===== config.mk =====
export PLATFORM = sky130hd
export DESIGN_NAME = vedic_mul_seq_ctrl
export DESIGN_NICKNAME = d
export VERILOG_FILES = /design/src/rtl/vedic_mul_seq_ctrl.sv
export SDC_FILE = /design/constraint.sdc
export NUM_CORES = 1
export LEC_CHECK = 0
export BUFFER_PORTS_ARGS = -buffer_cell sky130_fd_sc_hd__buf_2
export CORE_AREA = 2 2 112 142
export DETAILED_ROUTE_END_ITERATION = 12
export DIE_AREA = 0 0 114 144
export PLACE_DENSITY = 0.87
export SYNTH_ARGS = -nofsm -noshare
export SYNTH_HDL_FRONTEND = slang
export SYNTH_SLANG_ARGS = --single-unit

===== constraint.sdc =====
create_clock -name clk -period 15.8 [get_ports clk]
set_input_delay 3.95 -clock clk [delete_from_list [all_inputs] [get_ports clk]]
set_output_delay 3.95 -clock clk [all_outputs]
set_load 0.01 [all_outputs]

===== src/rtl/vedic_mul_seq_ctrl.sv =====
// vedic_mul_seq_ctrl: 16x16 -> 32 multiply sequencer that time-shares one
// combinational 8x8 vedic core over four partial-product phases.
// Optional build macro: VEDIC_SIGNED_EN (two's complement operands via
// sign/magnitude; the sum is negated in the last phase when needed).
module vedic_mul_seq_ctrl #(
  parameter int TAG_W = 4,
  parameter int CNT_W = 16
) (
  input  logic             clk,
  input  logic             rst_n,
  input  logic             in_valid,
  output logic             in_ready,
  input  logic [15:0]      in_a,
  input  logic [15:0]      in_b,
  input  logic [TAG_W-1:0] in_tag,
  output logic             out_valid,
  input  logic             out_ready,
  output logic [31:0]      product,
  output logic [TAG_W-1:0] out_tag,
  output logic             busy,
  output logic [CNT_W-1:0] op_cnt
);

  typedef enum logic [2:0] {IDLE, P0, P1, P2, P3, DONE} state_t;

  state_t           state;
  logic [15:0]      a_reg;
  logic [15:0]      b_reg;
  logic [TAG_W-1:0] tag_reg;
  logic [31:0]      acc_reg;

  logic [15:0]      accept_a;
  logic [15:0]      accept_b;
  logic [7:0]       op_x;
  logic [7:0]       op_y;
  logic [15:0]      core_out;
  logic [31:0]      term;
  logic [31:0]      sum_next;
  logic [31:0]      product_next;
  logic [7:0]       pp [4];

  // 2x2 Urdhva-Tiryagbhyam cell: vertical and crosswise bit products.
  function automatic logic [3:0] vedic2(input logic [1:0] x, input logic [1:0] y);
    logic t0, t1, t2, t3, c1;
    t0 = x[0] & y[0];
    t1 = x[1] & y[0];
    t2 = x[0] & y[1];
    t3 = x[1] & y[1];
    c1 = t1 & t2;
    return {t3 & c1, t3 ^ c1, t1 ^ t2, t0};
  endfunction

  // 4x4 vedic block from four 2x2 cells aligned by nibble-half weight.
  function automatic logic [7:0] vedic4(input logic [3:0] x, input logic [3:0] y);
    logic [3:0] q0, q1, q2, q3;
    q0 = vedic2(x[1:0], y[1:0]);
    q1 = vedic2(x[3:2], y[1:0]);
    q2 = vedic2(x[1:0], y[3:2]);
    q3 = vedic2(x[3:2], y[3:2]);
    return {4'b0, q0} + {2'b0, q1, 2'b0} + {2'b0, q2, 2'b0} + {q3, 4'b0};
  endfunction

  // 8x8 core: one 4x4 block per nibble pairing (gi[0] picks x nibble, gi[1] picks y nibble).
  for (genvar gi = 0; gi < 4; gi++) begin : g_quad
    assign pp[gi] = vedic4(op_x[(gi % 2) * 4 +: 4], op_y[(gi / 2) * 4 +: 4]);
  end

  assign core_out = {8'b0, pp[0]} + {4'b0, pp[1], 4'b0} + {4'b0, pp[2], 4'b0} + {pp[3], 8'b0};

`ifdef VEDIC_SIGNED_EN
  logic neg_reg;
  // Magnitudes fit in 16 unsigned bits; -32768 maps to 0x8000.
  assign accept_a     = in_a[15] ? (~in_a + 16'd1) : in_a;
  assign accept_b     = in_b[15] ? (~in_b + 16'd1) : in_b;
  assign product_next = neg_reg ? (~sum_next + 32'd1) : sum_next;
`else
  assign accept_a     = in_a;
  assign accept_b     = in_b;
  assign product_next = sum_next;
`endif

  // Select which byte pair feeds the shared core in each phase.
  always_comb begin
    op_x = a_reg[7:0];
    op_y = b_reg[7:0];
    case (state)
      P1:      op_x = a_reg[15:8];
      P2:      op_y = b_reg[15:8];
      P3: begin
        op_x = a_reg[15:8];
        op_y = b_reg[15:8];
      end
      default: ;
    endcase
  end

  // Align the partial product to its byte weight; nothing is added outside the phases.
  always_comb begin
    term = '0;
    case (state)
      P0:      term = {16'b0, core_out};
      P1, P2:  term = {8'b0, core_out, 8'b0};
      P3:      term = {core_out, 16'b0};
      default: ;
    endcase
  end

  assign sum_next = acc_reg + term;

  // Ready in IDLE, or in DONE when the held result is being taken this cycle.
  assign in_ready = rst_n & ((state == IDLE) | ((state == DONE) & out_ready));

  // Sequencer: accept, four accumulate phases, then hold the result until handed off.
  always_ff @(posedge clk) begin
    if (!rst_n) begin
      state     <= IDLE;
      a_reg     <= '0;
      b_reg     <= '0;
      tag_reg   <= '0;
      acc_reg   <= '0;
      product   <= '0;
      out_tag   <= '0;
      out_valid <= 1'b0;
      busy      <= 1'b0;
      op_cnt    <= '0;
`ifdef VEDIC_SIGNED_EN
      neg_reg   <= 1'b0;
`endif
    end else begin
      case (state)
        IDLE: begin
          if (in_valid) begin
            a_reg   <= accept_a;
            b_reg   <= accept_b;
            tag_reg <= in_tag;
            acc_reg <= '0;
            busy    <= 1'b1;
            state   <= P0;
`ifdef VEDIC_SIGNED_EN
            neg_reg <= in_a[15] ^ in_b[15];
`endif
          end
        end
        P0: begin
          acc_reg <= sum_next;
          state   <= P1;
        end
        P1: begin
          acc_reg <= sum_next;
          state   <= P2;
        end
        P2: begin
          acc_reg <= sum_next;
          state   <= P3;
        end
        P3: begin
          acc_reg   <= sum_next;
          product   <= product_next;
          out_tag   <= tag_reg;
          out_valid <= 1'b1;
          state     <= DONE;
        end
        DONE: begin
          if (out_ready) begin
            op_cnt    <= op_cnt + CNT_W'(1);
            out_valid <= 1'b0;
            if (in_valid) begin
              a_reg   <= accept_a;
              b_reg   <= accept_b;
              tag_reg <= in_tag;
              acc_reg <= '0;
              state   <= P0;
`ifdef VEDIC_SIGNED_EN
              neg_reg <= in_a[15] ^ in_b[15];
`endif
            end else begin
              busy  <= 1'b0;
              state <= IDLE;
            end
          end
        end
        default: begin
          busy      <= 1'b0;
          out_valid <= 1'b0;
          state     <= IDLE;
        end
      endcase
    end
  end

endmodule


* Yosys cells after proc, flatten, opt, wreduce, memory -nomap -nowiden *
Cells that the tools add are included.

storage, ports and cells
  register bits = 125
  word-level logic and storage cells = 207
  input port bits = 40

cells by class
  $add $sub $neg = 17
  bitwise logic cells = 133
  muxes and demuxes = 25
  reductions and logical operators = 14
  equal/unequal tests = 8

operators by type and width
  operator                 count
  $pmux W32 S3             2
  $and A1 B1 Y1            98
  $mux W16                 4
  $mux W32                 2
  $pmux W16 S2             2
  $add A32 B32 Y32         1
  $add A7 B6 Y8            4
  $add A8 B8 Y8            4
  $xor A1 B1 Y1            32
  $add A4 B6 Y7            4
  $pmux W3 S6              1
  $add A14 B16 Y16         1
  $add A16 B1 Y16 const B  1
  $mux W8                  2
  $add A13 B12 Y14         1
  $add A8 B12 Y13          1
  $reduce_and A2 Y1        5
  $mux W4                  2
  $pmux W4 S2              1
  $reduce_or A4 Y1         2
  $eq A3 B2 Y1 const B     2
  $eq A3 B3 Y1 const B     2
  $mux W3                  2
  $ne A2 B2 Y1 const B     3
  other kinds (10)         18

* Longest topological paths before layout *
  depth in word-level cells = 15
  mapped depth = 38
  gate-level depth less buffers = 36

* Worst setup path before layout *
OpenSTA, ideal clock, no wires.

  path type = input to output
  start point = in rst_n
  end point = out in_ready
  cell stages on the path = 4
  arrival time = 4.645 ns
  required time = 11.850 ns
  setup slack = 7.205 ns
  cell sequence = inv_1 -> clkbuf_1 -> clkbuf_1 -> nor3_1

between the ends
  word-level cells in the longest chain between the ends = 1

RTL lines
  element             line  RTL
  start: declaration  10    input logic rst_n,
  $and A1 B1 Y1       111   assign in_ready = rst_n & ((state == IDLE) | ((state == DONE) & out_ready));
  end: declaration    12    output logic in_ready,

Every way passes these cells.

* Worst setup path after layout *
  start point = reg state[1]
  end point = reg product[24]

between the ends
  word-level cells in the longest chain between the ends = 14
  elaborated cells on any way between the ends = 154

RTL lines
  element                                         line          RTL
  start: declaration                              26            state_t state;
  start signal: assignment                        116           state <= IDLE;
  start signal: assignment                        138           state <= P0;
  start signal: assignment                        146           state <= P1;
  $eq A3 B3 Y1 or $eq A3 B2 Y1 (tied branches)    86, 100, 130
  $reduce_or A2 Y1 (no source line)               --
  $mux W8                                         86            case (state)
  $and A1 B1 Y1, on equally long branches         46, 47
  $and A1 B1 Y1                                   49            c1 = t1 & t2;
  $xor A1 B1 Y1 or $and A1 B1 Y1 (tied branches)  50            return {t3 & c1, t3 ^ c1, t1 ^ t2, t0};
  $add A4 B6 Y7                                   60            return {4'b0, q0} + {2'b0, q1, 2'b0} + {2'b0, q2, 2'b0} + {q3, 4'b0};
  $add A7 B6 Y8                                   60
  $add A8 B8 Y8                                   60
  $add A8 B12 Y13                                 68            assign core_out = {8'b0, pp[0]} + {4'b0, pp[1], 4'b0} + {4'b0, pp[2], 4'b0} + {pp[3], 8'b0};
  $add A13 B12 Y14                                68
  $add A14 B16 Y16                                68
  $pmux W32 S3                                    100           case (state)
  $add A32 B32 Y32                                108           assign sum_next = acc_reg + term;
  end signal: assignment                          158           product <= product_next;
  end: declaration                                18            output logic [31:0] product,

Several ways; a longest one is shown, not always the timed one.
A chain may end at the register's enable or synchronous reset.

==> summary.md <==
| Metric | Value |
|---|---|
| Status | `finished clean` |
| Register area share after synthesis | `28.13%` |
| Final ANT Viol Nets | `0` |
| Endpoints failing setup | `0` |
| Slowest-stage cell, CP | `mux2i_1` |
| Area of the multi-input gates | `5911 µm²` |
| HPWL Detailed | `~17000 µm` |
| Register area | `roughly 2500 µm²` |
| CP Class | `register to register` |
| Simple logic cell fraction of the synthesized area | `19.77%` |
| Worst-path maximum fanout | `15` |
| Ys async rst share | `0%` |
| Mapped Nets | `1282` |
| F_max | `109.9 MHz` |
| Adder-Cell Fraction of Synth Area | `19.13%` |
| Final instance count without filler cells | `1394` |
| # DRC | `0` |
| Setup crit end kind | `register` |
| Final Hold Slack | `~0.45 ns` |
| Main combinational cell family by area after synthesis | `simple AND/OR/NAND/NOR gates` |
| Most common cell after layout, fill and taps aside | `nand2_1` |
| Post-Synthesis Cells | `1124` |
| Mapped cell area | `8896 µm²` |
| First-pass GRT wire length | `37030 µm` |
| Actual slew at the worst max-slew pin | `1.084 ns` |
| Main flop type after synthesis | `dfxtp_1` |
| Slew margin rel. | `between 20% and 30%` |
| Gr ovfl total | `0` |
| Share of layout cells above drive strength 1 | `between 10% and 20%` |
| Synth Area in Compound Gates | `18.03%` |
| Die area | `16420 µm²` |
| Critical Path RT | `16.12 ns` |
| Crit share post-route | `approximately 58%` |
| DP Worst Slack | `6.815 ns` |
| Largest stage delay, worst path | `0.73 ns` |
| Clock Latency Late Sink | `0.43 ns` |
| Post-cts repair resize count | `0` |
| Post-DR wirelength/cell | `16.62 µm` |
| Num CTS Buffers | `17` |
| Flops & latches, synth | `125` |
| Root Buffer | `clkbuf_16` |
| CORE AREA | `15190 µm²` |
| Number of diodes | `0` |
| Ports | `95` |
| Sink Count | `about 130` |
| DP Cell Count | `between 1000 and 1500` |
| Post-synth EDFFs | `0` |
| Syn_area_per_cell | `7.915 µm²` |
| Initial antenna violation count | `1` |
| CP arrival | `9.42 ns` |
| Synthesis-to-layout area growth | `13.42%` |
| Fin. Hold Viols | `0` |
| Die width | `114 µm` |
| Synth warn | `0` |
| Largest cells by area after synthesis | `dfxtp_1, ha_1, nand2_1, fa_1, a21oi_1` |
| Min Tclk post-route | `9.101 ns` |
| FP Rows | `51` |
| Initial Util | `about three fifths` |
| First-pass detailed-route iteration total | `6` |
| RSZ-0062 raised after global routing | `false` |
| Total Power | `~0.88 mW` |
| Post-CTS setup buffer count | `0` |
| CTS tree | `yes` |
| Number of global-route vias before repair | `approximately 8000` |
| Final worst slack | `6.699 ns` |
| Routed WL | `roughly 23000 µm` |
| Total Nets Final | `1354` |
| Die H | `144 µm` |
| Mux cell area share after synthesis | `3.263%` |
| Yosys top cell area share | `28.13%` |
| Clock skew | `0.009928 ns` |
| Library cells used by synthesis | `64` |
| Cell taking the most area after synthesis | `dfxtp_1` |
| Hold Buf Count CTS | `0` |
| Pins over their slew limit | `0` |
| Vias | `8342` |
| Port bufs | `94` |
| Commonest cells after routing, fill and taps aside | `nand2_1, dfxtp_1, nor2_1` |
| Largest net degree at the start of global routing | `92` |
| PwrDens | `86.93 nW/µm²` |
| Pleak | `4.601 nW` |
| Longest Clk Path Bufs | `2` |
| Placer Congestion | `0.9654` |
| Fillcell total | `between 1000 and 1500` |
| Initial DRC count | `roughly 670` |
| H-tree levels | `4` |
| Max capacitance violation total | `0` |
| VDD IR max | `~0.000085 V` |
| CTS clock-pin slew for the worst setup and hold paths | `0.06 ns` |
| Final TNS setup | `0 ns` |
| Tightest Hold Check Type | `register to register` |
| Xor and xnor fraction of the mapped netlist area | `6.104%` |
| CP most frequent cell | `a21oi_1` |
| Via/cell ratio | `5.984` |
| Total GRT Usage | `28.21%` |
| CP Launch Type | `register` |
[cell type report]
cell class | instances | area share [%]
clock buffer | 19 | 4.390
clock inverter | 13 | 1.773
timing repair buffer | 100 | 5.109
tap | 185 | 2.294
sequential | 125 | 24.80
inverter | 82 | 3.051
multi-input combinational | 870 | 58.58
[cell families after synthesis]
| logic type | after synthesis |
|---|---|
| compound gates | 256 |
| flops | 125 |
| fa+ha+maj | 118 |
| xor+xnor | 62 |
| mux | 28 |
| buf+inv | 129 |
| simple gates | 406 |
[synth_stat cells, types with 3 or more instances]
cell,number
a211o_1,5
a211oi_1,4
a21o_1,15
a21oi_1,110
a22o_1,10
a22oi_1,8
a31o_2,3
a31oi_1,4
and2_1,20
and3_1,6
buf_1,4
buf_2,3
clkbuf_1,39
dfxtp_1,125
fa_1,30
ha_1,88
inv_1,82
mux2_2,8
mux2i_1,20
nand2_1,172
nand2b_1,4
nand3_1,30
nand4_1,10
nor2_1,124
nor2b_1,7
nor3_1,13
o2111ai_1,4
o211ai_1,8
o21a_1,5
o21ai_0,40
o21bai_1,3
o22ai_1,10
o31ai_1,3
or3_1,10
xnor2_1,31
xor2_1,31
[final timing paths]
check                                  from     endpoint  slack, ns  cells after the start
worst max-delay path               state[1]  product[24]       6.70                     33
worst max register to register     state[1]  product[24]       6.70                     33
worst min-delay path            product[26]  product[26]       0.45                      2
worst min register to register  product[26]  product[26]       0.45                      2
[per-stage QoR]
step | area, µm² | util [%]
2_1_floorplan | 8896 | -
3_3_place_gp | 9468 | 62.34
3_5_place_dp | 9468 | 62.34
4_1_cts | 10090 | 66.44
5_1_grt | 10090 | 66.44
6_report | 10090 | 66.44
[metal layers]
layer / global-route usage [%] / routed length, µm
met5: 0 / 0
met4: 14.70 / 1009
met3: 4.778 / 1302
met2: 51.66 / 11910
met1: 31.12 / 8950
[power by group]
| group | leakage (nW) | internal, mW | switching, mW |
|---|---|---|---|
| registers | 1.01 | 0.326 | 0.00995 |
| clock network | 0.295 | 0.256 | 0.160 |
| logic | 3.29 | 0.0400 | 0.0847 |
| total | 4.60 | 0.622 | 0.255 |
[critical path: cells and delay by family (launching register included)]
kind	cells	cell delay (ns)
AO/OA/AOI/OAI	14	2.95
adder cells (fa/ha/maj)	7	2.54
AND/OR/NAND/NOR	6	1.41
multiplexers	2	0.88
flip-flops	1	0.61
XOR/XNOR	2	0.48
buffers and inverters	2	0.11
Power figures use the tool's default switching activity.
